## config.mk

```make
export PLATFORM = sky130hd
export DESIGN_NAME = if_id_skid_reg
export DESIGN_NICKNAME = d
export VERILOG_FILES = /design/src/rtl/pipe_pkg.sv /design/src/rtl/pipe_skid_core.sv /design/src/rtl/if_id_skid_reg.sv
export SDC_FILE = /design/constraint.sdc
export NUM_CORES = 1
export LEC_CHECK = 0
export CAP_MARGIN = 15
export CORE_UTILIZATION = 37
export CTS_CLUSTER_SIZE = 25
export DETAILED_ROUTE_END_ITERATION = 6
export GPL_TIMING_DRIVEN = 0
export PLACE_DENSITY = 0.65
export SYNTH_ARGS = -nofsm -noshare
export SYNTH_HDL_FRONTEND = slang
export SYNTH_SLANG_ARGS = --single-unit
export TNS_END_PERCENT = 30
```

## constraint.sdc

```tcl
create_clock -name i_clk -period 1.93 [get_ports i_clk]
set_input_delay 0.4825 -clock i_clk [delete_from_list [all_inputs] [get_ports i_clk]]
set_output_delay 0.4825 -clock i_clk [all_outputs]
set_load 0.02 [all_outputs]
```

## src/rtl/pipe_pkg.sv

```systemverilog
// Shared types and constants for the fetch/decode pipeline boundary.
package pipe_pkg;

  localparam logic [31:0] NOP_INSTR = 32'h0000_0013;

  localparam int DEF_XLEN   = 32;
  localparam int DEF_ILEN   = 32;
  localparam int DEF_SIDE_W = 1;

  typedef struct packed {
    logic [DEF_ILEN-1:0]   instr;
    logic [DEF_XLEN-1:0]   pc;
    logic [DEF_XLEN-1:0]   pc_four;
    logic [DEF_SIDE_W-1:0] side;
  } if_id_t;

  typedef enum logic [1:0] {
    EMPTY = 2'd0,
    ONE   = 2'd1,
    FULL  = 2'd2
  } occ_e;

  function automatic int if_id_w(input int xlen, input int ilen, input int side_w);
    return ilen + 2 * xlen + side_w;
  endfunction

endpackage

```

## src/rtl/pipe_skid_core.sv

```systemverilog
// Generic 2-entry valid/ready skid buffer; ready towards upstream comes from a flop.
//
// state | meaning
// EMPTY | main invalid, skid invalid
// ONE   | main valid, skid invalid
// FULL  | main and skid valid, upstream stalled
module pipe_skid_core
  import pipe_pkg::*;
#(
  parameter int          W      = 8,
  parameter logic [W-1:0] BUBBLE = '0
) (
  input  logic         clk,
  input  logic         reset,
  input  logic         flush,
  input  logic         valid_up,
  output logic         ready_up,
  input  logic [W-1:0] data_up,
  output logic         valid_dn,
  input  logic         ready_dn,
  output logic [W-1:0] data_dn,
  output logic [1:0]   occ
);

  occ_e         state;
  logic [W-1:0] main_q;
  logic [W-1:0] skid_q;
  logic         ready_q;
  logic         accept;
  logic         fire;
  logic         main_vld;
  logic         skid_vld;

  assign main_vld = (state == ONE) || (state == FULL);
  assign skid_vld = (state == FULL);
  assign accept   = valid_up & ready_q;
  assign fire     = main_vld & ready_dn;

  always_ff @(posedge clk) begin
    if (reset || flush) begin
      state   <= EMPTY;
      main_q  <= BUBBLE;
      skid_q  <= BUBBLE;
      ready_q <= 1'b1;
    end else begin
      case (state)
        EMPTY: begin
          if (accept) begin
            main_q <= data_up;
            state  <= ONE;
          end
          ready_q <= 1'b1;
        end
        ONE: begin
          if (fire && accept) begin
            main_q  <= data_up;
            ready_q <= 1'b1;
          end else if (fire) begin
            main_q  <= BUBBLE;
            state   <= EMPTY;
            ready_q <= 1'b1;
          end else if (accept) begin
            skid_q  <= data_up;
            state   <= FULL;
            ready_q <= 1'b0;
          end else begin
            ready_q <= 1'b1;
          end
        end
        FULL: begin
          if (fire) begin
            main_q  <= skid_q;
            skid_q  <= BUBBLE;
            state   <= ONE;
            ready_q <= 1'b1;
          end else begin
            ready_q <= 1'b0;
          end
        end
        default: begin
          state   <= EMPTY;
          main_q  <= BUBBLE;
          skid_q  <= BUBBLE;
          ready_q <= 1'b1;
        end
      endcase
    end
  end

  assign ready_up = ready_q;
  assign valid_dn = main_vld;
  assign data_dn  = main_q;
  assign occ      = state;

  always_ff @(posedge clk) begin
    if (!reset) begin
      assert (!skid_vld || main_vld);
      assert (ready_q == (state != FULL));
    end
  end

endmodule

```

## src/rtl/if_id_skid_reg.sv

```systemverilog
// IF/ID pipeline register with skid entry; packs fetch fields into one payload.
module if_id_skid_reg
  import pipe_pkg::*;
#(
  parameter int              XLEN      = 32,
  parameter int              ILEN      = 32,
  parameter int              SIDE_W    = 1,
  parameter logic [ILEN-1:0] NOP_INSTR = pipe_pkg::NOP_INSTR[ILEN-1:0]
) (
  input  logic              i_clk,
  input  logic              i_reset,
  input  logic              i_flush,
  input  logic              i_valid_up,
  output logic              o_ready_up,
  input  logic [ILEN-1:0]   i_instr,
  input  logic [XLEN-1:0]   i_pc,
  input  logic [XLEN-1:0]   i_pc_four,
  input  logic [SIDE_W-1:0] i_side,
  output logic              o_valid_dn,
  input  logic              i_ready_dn,
  output logic [ILEN-1:0]   o_instr,
  output logic [XLEN-1:0]   o_pc,
  output logic [XLEN-1:0]   o_pc_four,
  output logic [SIDE_W-1:0] o_side,
  output logic [1:0]        o_occ
);

  localparam int W = if_id_w(XLEN, ILEN, SIDE_W);
  localparam logic [W-1:0] BUBBLE = {NOP_INSTR, {(2 * XLEN + SIDE_W){1'b0}}};

  logic [W-1:0] data_up;
  logic [W-1:0] data_dn;

  assign data_up = {i_instr, i_pc, i_pc_four, i_side};
  assign {o_instr, o_pc, o_pc_four, o_side} = data_dn;

  pipe_skid_core #(
    .W      (W),
    .BUBBLE (BUBBLE)
  ) u_core (
    .clk      (i_clk),
    .reset    (i_reset),
    .flush    (i_flush),
    .valid_up (i_valid_up),
    .ready_up (o_ready_up),
    .data_up  (data_up),
    .valid_dn (o_valid_dn),
    .ready_dn (i_ready_dn),
    .data_dn  (data_dn),
    .occ      (o_occ)
  );

endmodule

```

======== After elaboration in Yosys (flattened, before gate mapping) ========
Index checks and enable logic that the tools add are counted.
operators by class
  eq/ne operators ......................... 9
  multiplexer cells ....................... 19
  bitwise gates (word level) .............. 3
  reductions and logical operators ........ 7
operators by type and width
  cell                  count
  $mux W97              6
  $pmux W97 S3          2
  $mux W2               5
  $ne A2 B1 Y1 const B  3
  $pmux W2 S3           1
  $reduce_and A5 Y1     1
  $mux W1               4
  $ne A2 B2 Y1 const B  2
  $reduce_and A4 Y1     1
  $ne A3 B1 Y1 const B  1
  $ne A3 B2 Y1 const B  1
  $reduce_and A3 Y1     1
  $and A1 B1 Y1         2
  $eq A2 B1 Y1 const B  1
  $eq A2 B2 Y1 const B  1
  $logic_not A2 Y1      1
  $logic_or A1 B1 Y1    2
  $pmux W1 S2           1
  $logic_and A1 B1 Y1   1
  $not A1 Y1            1
storage, ports and cells
  register bits after elaboration ......... 197
  input bits .............................. 102
  output and inout bits ................... 101
  logic and storage cells ................. 42

======== Logic depth before layout (Yosys ltp) ========
  depth after elaboration ................. 6
  depth in mapped cells ................... 9
  gate-level depth less buffers ........... 6

======== Least setup slack after synthesis ========
Ideal clock, no wire load.
  kind .................................... flip-flop to flip-flop
  start ................................... register u_core.state[0] (netlist: u_core.occ[0])
  end ..................................... register u_core.main_q[56] (netlist: u_core.data_dn[56])
  library setup time ...................... 0.128 ns
  data arrival time ....................... 2.203 ns
  required time ........................... 1.802 ns
  slack ................................... -0.400 ns
  cell stages (with the launch flop) ...... 10
  path buffers ............................ 3
  period minus slack after synthesis ...... 2.330 ns
  path through ............................ dfxtp_1 -> inv_1 -> ha_1 -> nor2b_1 -> or3_1 -> clkbuf_1 -> buf_6 -> buf_2 -> a22oi_1 -> nor2_1
on the way
  cells in the longest elaborated chain, start to end .. 6
  elaborated cells on any way between the ends .. 12
  classes of those cells .................. eq/ne (5); mux (2); bitwise (1); reduce/logical (4)
RTL lines
  element                                                      RTL line              RTL
  from (decl)                                                  pipe_skid_core.sv:25  occ_e state;
  from (signal assigned)                                       pipe_skid_core.sv:41  state <= EMPTY;
  from (signal assigned)                                       pipe_skid_core.sv:50  state <= ONE;
  from (signal assigned)                                       pipe_skid_core.sv:60  state <= EMPTY;
  $eq A2 B1 Y1 or $eq A2 B2 Y1 (tied branches)                 pipe_skid_core.sv:34  assign main_vld = (state == ONE) || (state == FULL);
  $logic_or A1 B1 Y1 (*)                                       pipe_skid_core.sv:34
  net o_valid_dn                                               if_id_skid_reg.sv:19  output logic o_valid_dn,
  $and A1 B1 Y1 (*)                                            pipe_skid_core.sv:37  assign fire = main_vld & ready_dn;
  $logic_and A1 B1 Y1                                          pipe_skid_core.sv:55  if (fire && accept) begin
  $ne A3 B2 Y1 (no line) or $mux W97 (tied branches)           --
  $reduce_and A3 Y1 (no line) or $pmux W97 S3 (tied branches)  --
  to (signal assigned)                                         pipe_skid_core.sv:49  main_q <= data_up;
  to (signal assigned)                                         pipe_skid_core.sv:56  main_q <= data_up;
  to (signal assigned)                                         pipe_skid_core.sv:72  main_q <= skid_q;
  to (decl)                                                    pipe_skid_core.sv:26  logic [W-1:0] main_q;
Mark *: on every way through the listed nets, which the timed path passes. The rest lies on a longest branch.
A chain may end at the register's enable or synchronous reset.

======== Worst setup path after layout ========
  start ................................... register u_core.state[0] (netlist: u_core.occ[0])
  end ..................................... register u_core.main_q[68] (netlist: u_core.data_dn[68])
on the way
  cells in the longest elaborated chain, start to end .. 6
  elaborated cells on any way between the ends .. 12
  classes of those cells .................. eq/ne (5); mux (2); bitwise (1); reduce/logical (4)
RTL lines
  element                                                      RTL line
  $eq A2 B1 Y1 or $eq A2 B2 Y1 (tied branches)                 pipe_skid_core.sv:34, pipe_skid_core.sv:46
  $logic_or A1 B1 Y1                                           pipe_skid_core.sv:34
  $and A1 B1 Y1                                                pipe_skid_core.sv:37
  $logic_and A1 B1 Y1                                          pipe_skid_core.sv:55
  $ne A3 B2 Y1 (no line) or $mux W97 (tied branches)           --
  $reduce_and A3 Y1 (no line) or $pmux W97 S3 (tied branches)  --
Parallel ways exist; a longest one is shown, timed or not.

==> out/summary.md <==
In this run the biggest area consumer among cell types represents 44.0% of the synthesized area. After detailed routing, the number of vias per cell comes to 5.63. In this run the horizontal extent of the chip is 158 µm.

After clock tree synthesis, the clock-pin slew on the worst setup and hold paths is 70 ps. Type of the worst min-delay path: reg2reg. After clock tree synthesis, the flow added hold-fix buffers numbering 0.

The congestion estimate from routability-driven global placement came to 0.832. After synthesis, the cell types taking the most area are dfxtp_1, a22oi_1, o21ai_0. Clock latency on the worst-skew pair, taken at its later pin, is 440 ps. For the number of nets in the finished design, the log shows 1487. Data on the critical path is required at its endpoint by 2240 ps. The placed standard-cell area is 11500 µm². The pre-antenna-repair detailed-routing pass consisted of 5 iterations.

Counting flops and latches in the post-synthesis netlist gives 197. For this run, design rule violations remaining after detail routing come to 0. The wire length of the first global-routing pass was 48200 µm; the synthesized area per cell was 7.86 µm². The number of vias in the routed layout came out at 9639. Setup repair after global routing could not meet its margin everywhere. Counting along the longest clock path gives a buffer depth of 2. When the netlist entered floorplanning its net count stood at 1248. The tool flagged a number of max-cap violations equal to 0.

Setup violations remaining at the end of the flow were counted as 69. Along the worst path, the maximum fanout reaches 10. Yosys mapped the design onto 29 distinct sky130hd cell types.

The tools report the CTS root buffer as clkbuf_16. In this design, the stage delay of the slowest critical-path cell is 400 ps. CTS saw 197 sinks. Synthesized instance count: 1141. Largest net degree at the start of global routing: 19. During synthesis, Yosys emitted a total of 0 warnings. The worst setup path is launched from a flip-flop.

In this run the tool buffered the top-level ports with 202 buffer cells. Max-slew violation total from the final report: 0. Detailed placement finished with a half-perimeter wire length of 20900 µm. The slew at the pin with the worst max-slew slack is 607 ps. Across the routed clock network, the largest skew measured is 12.1 ps.

Largest delay contributor family on the critical path: buffers and inverters. Area enclosed by the die boundary: 24900 µm². The synthesized netlist occupies a cell area of 8970 µm².

The number of antenna violations at the first check in global routing is 1. TritonCTS built the clock tree. For this run, the top clock speed supported by timing is 492 MHz. Slowest cell on the critical path: or3_4. After layout, the minimum clock period comes to 2030 ps.

The number of rows in the core area came out at 56. The final layout contains routed wiring with a total length of 31900 µm. The post-layout worst setup margin is -101 ps. The power per cell area was 759 nW/µm²; the final core area utilization was 55.6%. Number of global-route vias before repair: 8971. The count of pins on the block boundary came out at 203. In this run, the number of DRC markers left after iteration 0 of detailed routing was 759.

Once detail routing completed, the nets flagged for antenna violations numbered 0. The growth of design area from synthesis to finish is 46.4%. The buffer and inverter count on the worst path was 4. The final reports fail on negative setup slack.

After routing the design area is 13100 µm². After detailed routing, the average wire length per cell comes to 18.6 µm. The run finished, with violations left.

Number of CTS-inserted buffers: 17. The kind of capture point of the worst setup path was a flip-flop. The logs give -1120 ps for the worst-case setup slack after placement and 2340 ps for the data arrival time of the worst path. The vertical die dimension is 158 µm. Once layout is complete, the cells apart from fillers number 1712. The overall fraction of global-route tracks in use is 24.7%.

The run gives 38.0% as the effective utilization at floorplan. Summed over all cells, the static leakage comes to 0.00486 µW. The final-report hold violation count is 0, and the core area is 23600 µm². Global routing finished with a remaining overflow of 0.

The sequential share of the synthesized area was 44.0%. The part of the cycle the worst path needs is 105%. The worst slew margin relative to its limit came out at 59.6%. Walking the worst path, the cells encountered are inv_4, ha_4, nor2b_2, or3_4, buf_12, buf_12, buf_8, a22oi_1, nor2_1. Of the cells placed in the final design, the portion with a size suffix greater than 1 is 18.7%.

The post-placement cell count was 1662. Counting stages on the worst path, the most repeated cell is buf_12. The category of the critical setup timing path was reg2reg.

The biggest area contributor in the post-synthesis netlist is dfxtp_1. The peak supply drop is 0.547 mV. The H-tree generated during clock tree synthesis spans 4 levels.
## path summary, 6_finish.rpt
| path | slack, ps | to | cells past startpoint | startpoint |
|---|---|---|---|---|
| setup / recovery | -100 | u_core.data_dn[68] | 9 | u_core.occ[0] |
| hold / removal | 480 | u_core.skid_q[38] | 2 | u_core.skid_q[38] |
| setup reg to reg | -100 | u_core.data_dn[68] | 9 | u_core.occ[0] |
| hold reg to reg | 480 | u_core.skid_q[38] | 2 | u_core.skid_q[38] |
## registers in the layout, summed over array words and instances, names as in the netlist
signal and cells:
u_core.data_dn 97, u_core.occ 2, u_core.ready_up 1, u_core.skid_q 97
## worst min-delay path, stage by stage, from the launching register on
cell and delay (ps):
dfxtp_1 310, o21ai_0 70, a21oi_1 60
## timing repair
item,CTS,global route
buffers inserted,8,4
cloned,1,7
resized for setup,113,243
endpoints found under the setup margin,205,201
pin swaps,2,122
## kinds of logic after synthesis
group                    Yosys count  synth area share, %
flip-flops                       197                 44.0
adder cells (fa/ha/maj)            5                0.697
AO/OA/AOI/OAI                    500                 33.6
AND/OR/NAND/NOR                  306                 15.8
multiplexers                       1                0.112
buffers and inverters            132                 5.84
## where the power goes
group / leakage, µW / internal (µW) / switching, µW
Clock: 0.000267 / 1730 / 1750
Sequential: 0.00160 / 4170 / 67.7
Combinational: 0.00300 / 981 / 1280
Total: 0.00486 / 6870 / 3100
## cell usage after synthesis, drive strengths merged
| master | number |
|---|---|
| o22ai | 1 |
| inv | 4 |
| or3 | 95 |
| a22oi | 188 |
| buf | 23 |
| nor2 | 102 |
| a311o | 1 |
| a31o | 1 |
| nand2 | 97 |
| mux2i | 1 |
| nand3 | 3 |
| a31oi | 1 |
| a21o | 1 |
| ha | 5 |
| or2 | 3 |
| o21ai | 196 |
| nand4 | 1 |
| nor4 | 4 |
| a21boi | 2 |
| clkbuf | 105 |
| a2bb2oi | 3 |
| o21ba | 1 |
| o41ai | 1 |
| nor2b | 1 |
| a21oi | 104 |
| dfxtp | 197 |
## area by class of cell
class                      count  area (µm²)
clock inverter                13         121
clock buffer                  18         439
multi-input combinational    812        5000
antenna                        1        2.50
inverter                       4        20.0
buffer                       126         887
sequential                   197        3950
timing repair buffer         222        2320
tap                          319         399
fill                        2208       10500
## routing by layer
layer  share of wire [%]  GRT usage [%]
met5                   0              0
met4                 2.5           9.66
met3                 5.3           3.67
met2                  46           37.3
met1                  46           35.2
## metrics by stage
step	hold WS (ps)	setup TNS, ps	total power (µW)
after floorplan	450	-370	5360
after global placement	456	-177160	6180
after detailed placement	464	-184540	6190
after CTS	474	-6300	9760
after global routing	492	-8130	10400
final	475	-2980	9970
## cell usage in the layout (no fill, tap or decap), types with 2 or more instances in the layout
master,instances
clkbuf_2,50
buf_1,4
a21oi_1,80
buf_12,5
nor2_1,102
ha_4,3
inv_6,2
a21oi_2,24
nor4_1,3
nand2_1,96
clkbuf_8,5
or3_1,74
o21ai_0,183
clkinv_4,3
dfxtp_1,195
dlymetal6s2s_1,22
a2bb2oi_1,3
a22oi_2,44
clkbuf_16,23
a22oi_1,144
inv_4,2
inv_8,3
buf_6,7
o21ai_1,13
dlygate4sd2_1,8
buf_2,10
buf_8,9
nand3_1,3
buf_4,22
clkbuf_4,9
dfxtp_4,2
or2_2,3
or3_4,21
clkinvlp_4,3
clkdlybuf4s50_1,171
clkbuf_1,21
No activity file was read; power rests on OpenSTA's default activity.
